===== src/rtl/pipe_hazard_ctrl.sv =====
// Issue/stall/flush controller: per-register pending-write scoreboard plus a
// RUN/FLUSH/HOLD sequencer that gates the IF/ID and ID/EX register enables.

module pipe_hazard_pend (
   input  logic       clk,
   input  logic       rst,
   input  logic       inc,
   input  logic       dec,
   output logic [1:0] cnt,
   output logic       uflow
);
   // A writeback with nothing outstanding is flagged but leaves the count at 0.
   assign uflow = dec && !inc && (cnt == 2'd0);

   always_ff @(posedge clk or posedge rst) begin
      if (rst)
         cnt <= 2'd0;
      else if (inc && !dec)
         cnt <= cnt + 2'd1;
      else if (dec && !inc && cnt != 2'd0)
         cnt <= cnt - 2'd1;
   end
endmodule

module pipe_hazard_ctrl #(
   parameter int NUM_REGS    = 4,
   parameter int REG_AW      = 2,
   parameter int FLUSH_DEPTH = 2,
   parameter int MAX_PEND    = 3
) (
   input  logic              clk,
   input  logic              rst,
   input  logic              id_valid,
   input  logic [REG_AW-1:0] id_rs1,
   input  logic [REG_AW-1:0] id_rs2,
   input  logic              id_rs1_used,
   input  logic              id_rs2_used,
   input  logic [REG_AW-1:0] id_rd,
   input  logic              id_rd_wr,
   input  logic              ex_busy,
   input  logic              br_taken,
   input  logic              wb_wr,
   input  logic [REG_AW-1:0] wb_rd,
   output logic              issue,
   output logic              stall_if,
   output logic              flush_id,
   output logic [1:0]        state,
   output logic [15:0]       stall_cnt,
   output logic              sb_err
);
   typedef enum logic [1:0] {RUN = 2'd0, FLUSH = 2'd1, HOLD = 2'd2} st_t;

   st_t                        st;
   logic [2:0]                 fcnt;
   logic [NUM_REGS-1:0][1:0]   pend;
   logic [NUM_REGS-1:0]        inc, dec, uflow;
   logic                       raw, sat;

   // Counters are read before this cycle's writeback: no same-cycle bypass.
   assign raw = (id_rs1_used && pend[id_rs1] != 2'd0) ||
                (id_rs2_used && pend[id_rs2] != 2'd0);
   assign sat = id_rd_wr && (pend[id_rd] == 2'(MAX_PEND));

   assign issue    = !rst && id_valid && (st == RUN) && !ex_busy && !br_taken && !raw && !sat;
   assign stall_if = !rst && id_valid && !issue && (st != FLUSH);
   assign state    = st;

   genvar gi;
   generate
      for (gi = 0; gi < NUM_REGS; gi++) begin : g_reg
         assign inc[gi] = issue && id_rd_wr && (id_rd == REG_AW'(gi));
         assign dec[gi] = wb_wr && (wb_rd == REG_AW'(gi));
         pipe_hazard_pend u_pend (
            .clk   (clk),
            .rst   (rst),
            .inc   (inc[gi]),
            .dec   (dec[gi]),
            .cnt   (pend[gi]),
            .uflow (uflow[gi])
         );
      end
   endgenerate

   // A taken branch wins from any state and restarts the flush window.
   always_ff @(posedge clk or posedge rst) begin
      if (rst) begin
         st       <= RUN;
         fcnt     <= 3'd0;
         flush_id <= 1'b0;
      end else if (br_taken) begin
         st       <= FLUSH;
         fcnt     <= 3'(FLUSH_DEPTH);
         flush_id <= 1'b1;
      end else begin
         case (st)
            RUN:  if (ex_busy) st <= HOLD;
            FLUSH: begin
               if (fcnt <= 3'd1) begin
                  st       <= ex_busy ? HOLD : RUN;
                  fcnt     <= 3'd0;
                  flush_id <= 1'b0;
               end else begin
                  fcnt <= fcnt - 3'd1;
               end
            end
            HOLD: if (!ex_busy) st <= RUN;
            default: st <= RUN;
         endcase
      end
   end

   always_ff @(posedge clk or posedge rst) begin
      if (rst) begin
         stall_cnt <= 16'd0;
         sb_err    <= 1'b0;
      end else begin
         if (stall_if && stall_cnt != 16'hFFFF)
            stall_cnt <= stall_cnt + 16'd1;
         if (|uflow)
            sb_err <= 1'b1;
      end
   end
endmodule


===== config.mk =====
export PLATFORM = sky130hd
export DESIGN_NAME = pipe_hazard_ctrl
export DESIGN_NICKNAME = d
export VERILOG_FILES = /design/src/rtl/pipe_hazard_ctrl.sv
export SDC_FILE = /design/constraint.sdc
export NUM_CORES = 1
export LEC_CHECK = 0
export BUFFER_PORTS_ARGS = -buffer_cell sky130_fd_sc_hd__buf_2
export CORE_ASPECT_RATIO = 1.75
export CORE_UTILIZATION = 42
export DETAILED_ROUTE_END_ITERATION = 7
export GPL_TIMING_DRIVEN = 0
export PLACE_DENSITY_LB_ADDON = 0.15
export SLEW_MARGIN = 0
export SYNTH_ARGS = -nofsm -noshare
export SYNTH_HDL_FRONTEND = slang
export SYNTH_SLANG_ARGS = --single-unit

===== constraint.sdc =====
create_clock -name clk -period 4.6 [get_ports clk]
set_input_delay 0.23 -clock clk [delete_from_list [all_inputs] [get_ports clk]]
set_output_delay 0.23 -clock clk [all_outputs]
set_load 0.03 [all_outputs]

Yosys cells after proc, flatten, opt, wreduce, memory -nomap -nowiden
Cells that the tools add are included.
{ "totals": {"regBits": 31, "out_inout_bits": 22} }
{ "classes": {"add_sub_neg": 10, "order_cmp": 4, "n_eq_ne": 14, "mux": 26, "n_reduce_logical": 74} }
{ "op_table": {"columns": ["op", "n"], "rows": [
  ["$logic_and A1 B1 Y1", 37],
  ["$mux W2", 16],
  ["$reduce_bool A2 Y1", 12],
  ["$add A16 B1 Y16 const B", 1],
  ["$ne A16 B16 Y1 const B", 1],
  ["$logic_not A1 Y1", 14],
  ["$logic_not A2 Y1", 7],
  ["$bmux W2 S2", 3],
  ["$eq A2 B2 Y1 const B", 6],
  ["$lt A2 B3 Y1 const B", 3],
  ["$mux W3", 3],
  ["$ne A3 B3 Y1 const B", 3],
  ["$add A2 B1 Y2 const B", 4],
  ["$sub A2 B1 Y2 const B", 4],
  ["$eq A2 B1 Y1 const B", 3],
  ["$pmux W2 S3", 1],
  ["$reduce_or A4 Y1", 1],
  ["$le A3 B1 Y1 const B", 1],
  ["$mux W1", 3],
  ["$reduce_and A3 Y1", 1],
  ["$sub A3 B1 Y3 const B", 1],
  ["$ne A2 B1 Y1 const B", 1],
  ["$reduce_and A2 Y1", 1],
  ["$logic_or A1 B1 Y1", 1]
]} }

Depth between registers and ports, before layout
{ "depth": {"depth_word": 15, "ltp_mapped": 7, "mapped_depth_nobuf": 7} }

Hierarchy
Synthesis repeated with hierarchy kept, for this count alone.
{ "hier_totals": {"cells_unflattened": 204, "area_unflattened_um2": 1845.5} }
{ "by_module_without_submodules": {"columns": ["mod", "instances", "cells_each", "area_each_um2", "seq_area_each_um2"], "rows": [
  ["pipe_hazard_ctrl", 1, 148, 1365.1, 575.6],
  ["pipe_hazard_pend", 4, 14, 120.1, 50.0]
]} }

Worst setup path before layout
OpenSTA, ideal clock, no wires.
{ "synth_timing": {"path_type": "register -> register", "startpoint": "register st[0], in the netlist state[0]", "endpoint": "register g_reg[0].u_pend.cnt[1]", "setup_ps": 67, "arrival_time_ps": 1913, "required_time_ps": 4533, "slack_ps": 2620, "path_stages_with_launch": 6, "path_buffers": 0, "path_cell_list": "dfrtp_1 > or4_1 > nor2_1 > o21a_1 > and2_1 > a41o_1"} }
{ "synth_between": {"elab_chain_len": 12} }
{ "synth_rtl": {"columns": ["element", "line_no", "text"], "rows": [
  ["start, declared", "53", "st_t st;"],
  ["start signal, assigned", "99", "st <= ex_busy ? HOLD : RUN;"],
  ["$logic_not A2 Y1 (*)", "64", "assign issue = !rst && id_valid && (st == RUN) && !ex_busy && !br_taken && !raw && !sat;"],
  ["$logic_and A1 B1 Y1 (*) (5 in a row)", "64", null],
  ["via issue", "44", "output logic issue,"],
  ["$logic_and A1 B1 Y1 (*) (2 in a row)", "71", "assign inc[gi] = issue && id_rd_wr && (id_rd == REG_AW'(gi));"],
  ["$logic_not A1 Y1", "20", "else if (dec && !inc && cnt != 2'd0)"],
  ["$logic_and A1 B1 Y1 (2 in a row)", "20", null],
  ["$reduce_bool A2 Y1 (no line)", null, null],
  ["end signal, assigned", "19", "cnt <= cnt + 2'd1;"],
  ["end signal, assigned", "21", "cnt <= cnt - 2'd1;"],
  ["end, declared", "9", "output logic [1:0] cnt,"]
]} }
Mark *: on every way through the listed nets, which the timed path passes. The rest lies on a longest branch.
A chain may end at the register's enable or synchronous reset.

Worst setup path after layout
{ "layout_timing": {"startpoint": "register g_reg[3].u_pend.cnt[0]", "endpoint": "output port stall_if"} }
{ "layout_between": {"elab_chain_len": 11} }
{ "layout_rtl": {"columns": ["element", "line_no", "text"], "rows": [
  ["start, declared", "9", null],
  ["start signal, assigned", "19", null],
  ["start signal, assigned", "21", null],
  ["$bmux W2 S2 (on tied branches)", "60, 61", null],
  ["$mux W2 (on tied branches)", "60, 61", null],
  ["$reduce_bool A2 Y1 (on tied branches)", "60, 61", null],
  ["$logic_and A1 B1 Y1 (on tied branches)", "60, 61", null],
  ["$logic_or A1 B1 Y1", "60", "assign raw = (id_rs1_used && pend[id_rs1] != 2'd0) ||"],
  ["$logic_not A1 Y1", "64", null],
  ["$logic_and A1 B1 Y1", "64", null],
  ["$logic_and A1 B1 Y1 (*)", "64", null],
  ["$logic_not A1 Y1 (*)", "65", "assign stall_if = !rst && id_valid && !issue && (st != FLUSH);"],
  ["$logic_and A1 B1 Y1 (*) (2 in a row)", "65", null],
  ["end, declared", "45", "output logic stall_if,"]
]} }
Every way passes the cells marked *; elsewhere a longest branch is shown, timed or not. The select of a mux whose other input is x is not followed.

==> metrics.md <==
| Metric | Value |
|---|---|
| First-pass GRT wire length | `7.07 mm` |
| Area leader, netlist | `dfrtp_1` |
| Top delay family on crit path | `multiplexers` |
| Final hold viol count | `0` |
| Post-cts sizing count | `0` |
| RD Place Congestion | `0.797` |
| Post-synth top area share | `0.413` |
| Routed vias/inst | `5.69` |
| Power per cell area | `358 nW/um^2` |
| Initial antenna violation count | `0` |
| Area Growth Syn to Fin | `18.8%` |
| Seq/Total Area, Yosys | `0.413` |
| Syn Nets | `221` |
| Post-layout instance area | `2230 sq um` |
| Worst EP arrival | `2190 ps` |
| Die Ht | `90.5 microns` |
| CP endpoint kind | `output port` |
| Root Driver | `clkbuf_8` |
| Detailed Place HPWL | `3.24 mm` |
| Seq cells post-synth | `31` |
| Ys Warns | `0` |
| Share of layout cells above drive strength 1 | `0.215` |
| Clock Latency Late Sink | `280 ps` |
| LEAKAGE | `0.00109 uW` |
| Total grt overflow | `0` |
| Placed Area | `2130 sq um` |
| Worst-path clk slew | `70 ps` |
| CP max FO | `7` |
| Status | `completed` |
| Max cap viols | `0` |
| Category of the most critical setup path | `flip-flop to output port` |
| Die width | `52.6 microns` |
| Slew of the pin with the lowest slew margin | `659 ps` |
| Startpoint class of the critical path | `flip-flop` |
| Post-synth EDFFs | `0` |
| # H-tree levels | `2` |
| Slew Viols, Final | `0` |
| CTS Buf Count | `5` |
| Worst Path Required | `4370 ps` |
| First drt pass iteration count | `4` |
| Num ports | `39` |
| Ys async rst share | `1.00` |
| Largest net degree at the start of global routing | `33` |
| Final setup viols | `0` |
| Post-synthesis area per instance | `9.36 sq um` |
| I/O Buffers | `38` |
| Clk sink count | `31` |
| Maximum vdd drop | `0.365 mV` |
| Synth cell count leaders | `31 x dfrtp_1, 19 x nor2_1, 18 x nand2_1` |
| Mapped Area | `1880 sq um` |
| N_diodes | `0` |
| Die ar. | `4760 sq um` |
| Predominant post-synthesis flop cell | `dfrtp_1` |
| GRT Resource Usage Total | `0.197` |
| Site Rows | `31` |
| Minimum clock period after layout | `2420 ps` |
| DR iter-0 viols | `30` |
| Most frequent cell after synthesis | `dfrtp_1` |
| CTS tree | `built` |
| Detailed Route WL | `4.28 mm` |
| Slew headroom | `0.555` |
| Crit share post-route | `0.526` |
| Synth area leaders | `dfrtp_1 41%, xnor2_1 5.1%, nor2_1 3.8%` |
| Critical path's largest stage delay | `540 ps` |
| CTS Buffer Depth | `2` |
| CP Cell Sequence | `or2_1, mux4_2, a22oi_4, a21o_4, inv_2, buf_2` |
| WP buf/inv | `2` |
| Unrepaired setup endpoints after global routing | `false` |
| Via Count | `1683` |
| F_max | `0.413 GHz` |
| Mapped Cells | `201` |
| Core area | `4230 sq um` |
| Vias in the first global route | `1589` |
| Routed length per instance | `14.5 microns` |
| Min-delay worst type | `input pin to flip-flop` |
| Layout Skew | `7.39 ps` |
| TNS Setup | `0 ps` |
| Initial Util | `0.445` |
| # fillers | `447` |
| Slowest-stage cell, CP | `mux4_2` |
| Synth unique cells | `48` |
| Final ANT Viol Nets | `0` |
| Nets | `268` |
| Drt drc | `0` |
## worst paths after layout
check	from	end	slack, ps	cells after the start
min in group asynchronous	rst	fcnt[0]$_DFFE_PP0P_	400	3
setup / recovery	g_reg[3].u_pend.cnt[0]$_DFFE_PP0P_	stall_if	2180	6
hold reg to reg	flush_id$_DFFE_PP0P_	flush_id$_DFFE_PP0P_	470	1
setup reg to reg	g_reg[3].u_pend.cnt[0]$_DFFE_PP0P_	sb_err$_DFFE_PP0P_	2470	6
hold / removal	br_taken	fcnt[0]$_DFFE_PP0P_	200	2
max in group asynchronous	rst	state[0]$_DFFE_PP0P_	3790	4
## final cells by class
| cell class | instances | area (sq um) | area share |
|---|---|---|---|
| inverter | 8 | 30.0 | 0.0134 |
| clock buffer | 6 | 72.6 | 0.0325 |
| multi-input combinational | 162 | 1070 | 0.481 |
| sequential | 31 | 776 | 0.347 |
| tap | 49 | 61.3 | 0.0274 |
| timing repair buffer | 40 | 220 | 0.0985 |
## registers in the layout, indices dropped and copies added (netlist names)
signal,flops
sb_err,1
stall_cnt,16
g.u_pend.cnt,8
state,2
fcnt,3
flush_id,1
## per-stage QoR
step           instances  setup WS [ps]  total power (uW)  utilization  hold WS (ps)
2_1_floorplan        201           2620               531            -           296
3_3_place_gp         288           2260               604        0.504           454
3_5_place_dp         288           2290               608        0.504           460
4_1_cts              294           2180               806        0.521           190
5_1_grt              296           2130               853        0.529           210
6_report             296           2180               800        0.529           200
## per-layer routing
metal / vias to the layer above / GRT usage / share of wire
li1: 816 / - / -
met2: 42 / 0.336 / 0.53
met3: 12 / 0.0404 / 0.038
met5: - / 0 / 0
met1: 813 / 0.222 / 0.40
met4: 0 / 0.0965 / 0.032
## timing repair
action	CTS	global route
setup endpoints to repair	0	0
hold endpoints to repair	0	6
buffers inserted	0	0
hold buffers	0	1
## cells by family after synthesis
family | after synthesis | share of synthesized area
AND/OR/NAND/NOR | 106 | 0.308
adder cells (fa/ha/maj) | 3 | 0.0200
multiplexers | 3 | 0.0299
flip-flops | 31 | 0.413
XOR/XNOR | 15 | 0.0699
AO/OA/AOI/OAI | 35 | 0.144
buffers and inverters | 8 | 0.0160
## layout by cell type (no fill, tap or decap), types with 3 or more instances in the layout
cell type  count
and3_1         3
o211ai_1       3
buf_2         38
nand4_1        9
nor2_1        19
inv_1          6
nor3b_1        3
o31ai_1        3
nand3b_1       3
nor3_1         7
nand2b_1       5
dfrtp_1       31
xor2_1         4
nor2b_1        3
nand3_1       10
nand2_1       18
or2_1          6
a21oi_1        6
clkbuf_8       5
ha_1           3
xnor2_1       11
o21ai_0        6
and2_1         9
## power by group
part / switching [uW] / leakage (uW) / internal [uW]
clock: 93.2 / 0.0000371 / 101
sequential: 41.4 / 0.000409 / 312
combinational: 165 / 0.000639 / 88.2
Note: power is estimated with default switching activity, not from simulation.
